==> src/rtl/bch31_pkg.sv <==
// GF(2^5) helpers for the BCH(31,k) syndrome front end (x^5+x^2+1).
// The multiply-by-alpha^j matrices are built at elaboration, so only XOR trees remain.
package bch31_pkg;
  localparam int N = 31;
  localparam int M = 5;
  localparam logic [M-1:0] PRIM_POLY = 5'b00101;

  typedef logic [M-1:0] gf_elem_t;
  // m[c] is the image of basis element x^c, i.e. column c of the matrix
  typedef logic [M-1:0][M-1:0] gf_mat_t;

  function automatic gf_elem_t gf_mul_alpha(gf_elem_t a);
    return {a[M-2:0], 1'b0} ^ (a[M-1] ? PRIM_POLY : '0);
  endfunction

  function automatic gf_mat_t gf_alpha_pow_mat(int j);
    gf_mat_t  m;
    gf_elem_t v;
    for (int c = 0; c < M; c++) begin
      v = gf_elem_t'(1) << c;
      for (int k = 0; k < (j % N); k++) v = gf_mul_alpha(v);
      m[c] = v;
    end
    return m;
  endfunction

  function automatic gf_elem_t gf_mat_mul(gf_mat_t m, gf_elem_t a);
    gf_elem_t r;
    r = '0;
    for (int c = 0; c < M; c++) if (a[c]) r ^= m[c];
    return r;
  endfunction
endpackage

==> src/rtl/bch31_syn_cell.sv <==
// One syndrome accumulator A_J with its constant alpha^J Horner multiplier.
module bch31_syn_cell
  import bch31_pkg::*;
#(
  parameter int J = 1
) (
  input  logic     clk,
  input  logic     rst,
  input  logic     load,
  input  logic     step,
  input  logic     in_bit,
  output gf_elem_t acc_d
);
  localparam gf_mat_t MUL_MAT = gf_alpha_pow_mat(J);

  gf_elem_t acc_q;

  always_comb begin
    acc_d = acc_q;
    if (load)      acc_d = {{(M-1){1'b0}}, in_bit};
    else if (step) acc_d = gf_mat_mul(MUL_MAT, acc_q) ^ {{(M-1){1'b0}}, in_bit};
  end

  always_ff @(posedge clk or negedge rst) begin
    if (!rst) acc_q <= '0;
    else      acc_q <= acc_d;
  end
endmodule

==> src/rtl/bch31_syndrome.sv <==
// Serial BCH(31,k) syndrome calculator: one bit per cycle, r_30 first,
// emits S_1..S_2T with a one-cycle valid pulse after r_0 is accepted.
module bch31_syndrome
  import bch31_pkg::*;
#(
  parameter int T = 3
) (
  input  logic                  clk,
  input  logic                  rst,
  input  logic                  in_valid,
  input  logic                  in_bit,
  input  logic                  in_sof,
  output logic                  busy,
  output logic [2*T-1:0][M-1:0] syn,
  output logic                  syn_valid,
  output logic                  syn_zero,
  output logic                  frame_err
);
  localparam int NS = 2 * T;

  logic [NS-1:0][M-1:0] acc_d;
  logic [4:0]           cnt_q, cnt_d;
  logic                 busy_q, busy_d;
  logic [NS-1:0][M-1:0] syn_q, syn_d;
  logic                 syn_valid_q, syn_valid_d;
  logic                 syn_zero_q, syn_zero_d;
  logic                 frame_err_q, frame_err_d;
  logic                 load, step, last;

  // sof always wins: it restarts the frame whether or not one is in flight
  assign load = in_valid & in_sof;
  assign step = in_valid & ~in_sof & busy_q;
  assign last = step & (cnt_q == 5'(N-1));

  for (genvar g = 0; g < NS; g++) begin : g_cell
    bch31_syn_cell #(.J(g + 1)) u_cell (
      .clk    (clk),
      .rst    (rst),
      .load   (load),
      .step   (step),
      .in_bit (in_bit),
      .acc_d  (acc_d[g])
    );
  end

  always_comb begin
    cnt_d       = cnt_q;
    busy_d      = busy_q;
    syn_d       = syn_q;
    syn_zero_d  = syn_zero_q;
    syn_valid_d = last;
    frame_err_d = load & busy_q;
    if (load) begin
      cnt_d  = 5'd1;
      busy_d = 1'b1;
    end else if (last) begin
      // capture the post-update accumulators so r_0 is included
      cnt_d      = '0;
      busy_d     = 1'b0;
      syn_d      = acc_d;
      syn_zero_d = (acc_d == '0);
    end else if (step) begin
      cnt_d = cnt_q + 5'd1;
    end
  end

  always_ff @(posedge clk or negedge rst) begin
    if (!rst) begin
      cnt_q       <= '0;
      busy_q      <= 1'b0;
      syn_q       <= '0;
      syn_valid_q <= 1'b0;
      syn_zero_q  <= 1'b0;
      frame_err_q <= 1'b0;
    end else begin
      cnt_q       <= cnt_d;
      busy_q      <= busy_d;
      syn_q       <= syn_d;
      syn_valid_q <= syn_valid_d;
      syn_zero_q  <= syn_zero_d;
      frame_err_q <= frame_err_d;
    end
  end

  assign busy      = busy_q;
  assign syn       = syn_q;
  assign syn_valid = syn_valid_q;
  assign syn_zero  = syn_zero_q;
  assign frame_err = frame_err_q;
endmodule

==> config.mk <==
export PLATFORM = sky130hd
export DESIGN_NAME = bch31_syndrome
export DESIGN_NICKNAME = d
export VERILOG_FILES = /design/src/rtl/bch31_pkg.sv /design/src/rtl/bch31_syn_cell.sv /design/src/rtl/bch31_syndrome.sv
export SDC_FILE = /design/constraint.sdc
export NUM_CORES = 1
export LEC_CHECK = 0
export ABC_AREA = 1
export CAP_MARGIN = 15
export CORE_MARGIN = 1.5
export CORE_UTILIZATION = 23
export DETAILED_ROUTE_END_ITERATION = 10
export HOLD_SLACK_MARGIN = 0.15
export PLACE_DENSITY = 0.45
export SLEW_MARGIN = 20
export SYNTH_ARGS = -nofsm -noshare
export SYNTH_HDL_FRONTEND = slang
export SYNTH_SLANG_ARGS = --single-unit
==> constraint.sdc <==
create_clock -name clk -period 2.7 [get_ports clk]
set_input_delay 0.405 -clock clk [delete_from_list [all_inputs] [get_ports clk]]
set_output_delay 0.405 -clock clk [all_outputs]
set_load 0.05 [all_outputs]
==> results.md <==
* Critical Path RT at 2.98 ns
* Synth Area in Adders at 0.764%
* Final min period at 2.24 ns
* Critical path type: in -> reg
* DR DRC count at 0
* Leakage at 0.00219 uW
* Die H at 122 um
* Cell area after technology mapping at 3270 um^2
* Mux share of post-synthesis cell area at 0%
* Flops & latches, synth at 69
* ANT nets after route at 0
* Die X at 122 um
* Post-Synth Simple-Gate Area at 26.0%
* DP Worst Slack at 0.0869 ns
* CTS H-tree depth at 3
* Count of cell types in the netlist at 24
* Syn_nets at 436
* VDD IR max at 0.000416 V
* Layout cell share with drive strength beyond 1 at 7.07%
* Via density at 4.21
* CP arrival at 2.51 ns
* Total number of yosys warnings at 0
* N_diodes at 0
* Seq/Total Area, Yosys at 52.7%
* Max_cap viols at 0
* Setup TNS at 0 ns
* Critical path's most frequent cell: nand2_1
* Largest net degree at the start of global routing at 54
* Relative slew margins at 46.5%
* Area grow syn2layout at 28.5%
* Starting Density at 23.6%
* Final Hold Viols at 0
* Crit path capture: syn_zero
* Hold-fix buffers at CTS at 1
* Largest family of logic cells by synthesized area: simple AND/OR/NAND/NOR gates
* DRT iter0 DRCs at 164
* Root buf cell: clkbuf_16
* Avg Inst Size Synth at 7.63 um^2
* Crit path largest cell delay at 0.56 ns
* CP Launch Point: in_valid
* Clk Latency, worst-skew pair at 0.34 ns
* CTS tree: yes
* Clk slew on worst S/H paths at 0.06 ns
* Crit path max fanout at 17
* Initial antenna violation count at 0
* Fillers at 1495
* Worst Setup Start Kind: input pin
* Min-Delay Path Class: reg -> reg
* Pwr Density at 661 nW/um^2
* Post_cts resized at 0
* Slew @ Worst Pin at 0.801 ns
* GRT overflow at 0
* Post-CTS Setup Repair Bufs at 0
* Vias at 2784
* Number of buffers added on ports at 38
* FF-to-FF path depth at 11
* Worst Slack Setup Final at 0.463 ns
* Final core occ at 30.3%
* Overall Global Routing Usage at 12.0%
* Gate Count Post-Synth at 429
* GP Congestion at 0.820
* Status: complete, no violations
* Worst r2r dst: syn_zero
* Total wire length at 8440 um
* Core Footprint at 13900 um^2
* Per-cell routed wire length at 12.8 um
* Layout Nets at 483
* FF-to-FF Start: busy
* Max-slew violations at 0
* Final setup viols at 0
* Final period utilization at 82.8%
* Vias in the first global route at 2747
* Pre-antenna DRT Iters at 4
* RSZ-0062 raised after global routing: no
* I/O pin total at 39
* CP endpoint kind: flip-flop
* FF-to-FF setup slack at 0.53 ns
* Slowest CP cell: clkdlybuf4s50_1
* Synth Area in XOR/XNOR at 0%
* Clk sinks at 69
* Clock Path Buffers at 2
* Final HPWL DP at 5970 um
* Final clock skew at 0.00396 ns
* Max Freq at 0.447 GHz
* Row count at 43
* Synth Area in Compound Gates at 10.1%
* Die area at 15000 um^2
* CTS buffer count at 9
* Critical-path cell list: clkdlybuf4s50_1 > nand3_2 > inv_2 > buf_12 > nand3_1 > o21ai_1 > nand2_1 > nor2_1 > nand2_1 > nor2_1 > nand3_1 > nand2_1
* Global-route wire length before repair at 13700 um
per-layer routing:
metal	global-route usage (%)	wire length [um]	vias up
met3	4.18	410	6
met2	19.8	4030	49
met4	3.56	97	0
met5	0	0	-
met1	15.0	3900	1307
li1	-	-	1422
kinds of logic after synthesis:
group,Yosys count
simple gates,212
compound gates,62
buf+inv,84
fa+ha+maj,2
flops,69
worst max-delay path, delay by kind of cell:
family / cells / cell delay [ns]
buffers and inverters: 3 / 0.97
AOI/OAI and AO/OA: 1 / 0.19
and+or+nand+nor: 8 / 0.93
cell usage after synthesis (all sizes together):
master / instances / share of area (%)
inv: 70 / 8.0
a311oi: 1 / 0.27
a21oi: 12 / 1.8
o21ai: 43 / 6.8
nor2: 29 / 3.4
nor3: 1 / 0.15
o22ai: 2 / 0.38
nand3: 35 / 5.5
clkbuf: 6 / 0.69
dfrtp: 69 / 53
ha: 2 / 0.76
a31oi: 3 / 0.57
buf: 8 / 1.7
a21boi: 1 / 0.23
nand2: 147 / 17
worst min-delay path by stage:
stage / end / cells after the start / startpoint
finish: syn[4] / 2 / syn[4]
floorplan: busy / 0 / rst
global placement: syn[9] / 2 / syn[9]
detailed placement: cnt_q[2] / 1 / rst
CTS: syn[25] / 2 / syn[25]
global route: syn[2] / 2 / syn[2]
state kept, by name, indices dropped and copies added, names as in the netlist:
register / cells
syn: 30
g_cell.u_cell.acc_q: 30
syn_valid: 1
cnt_q: 5
syn_zero: 1
busy: 1
frame_err: 1
report_power, final:
part | leakage, uW | internal (uW) | switching [uW]
clock | 0.000143 | 737 | 439
combinational | 0.00113 | 142 | 287
sequential | 0.000915 | 1120 | 61.7
total | 0.00219 | 2000 | 788
final cells by class:
cell class,count,area (um^2),share of cell area (%)
Sequential cell,69,1730,41.0
Clock buffer,12,246,5.86
Tap cell,180,225,5.35
Inverter,70,263,6.24
Timing Repair Buffer,50,493,11.7
Clock inverter,4,47.5,1.13
Multi-Input combinational cell,276,1210,28.7
cells in the final DEF (no fill, tap or decap), types with 2 or more instances in the layout:
cell type / instances
o21ai_0: 29
o21ai_1: 12
o21ai_2: 2
dfrtp_1: 69
clkdlybuf4s50_1: 37
ha_1: 2
clkbuf_16: 9
clkbuf_1: 2
inv_2: 3
buf_4: 9
a31oi_1: 3
nor2_1: 28
nand3_1: 34
inv_1: 67
buf_12: 2
nand2_1: 146
clkinv_2: 2
o22ai_1: 2
a21oi_1: 12
per-stage QoR:
| stage | std cells | area (um^2) | power [uW] | hold WS, ns |
|---|---|---|---|---|
| final | 661 | 4210 | 2780 | 0.490 |
| after global routing | 661 | 4210 | 2950 | 0.514 |
| after CTS | 661 | 4210 | 2830 | 0.493 |
| after detailed placement | 644 | 3900 | 1630 | 0.475 |
| after global placement | 644 | 3900 | 1620 | 0.470 |
| after floorplan | 429 | 3270 | 1490 | 0.109 |
Power figures use the tool's default switching activity.
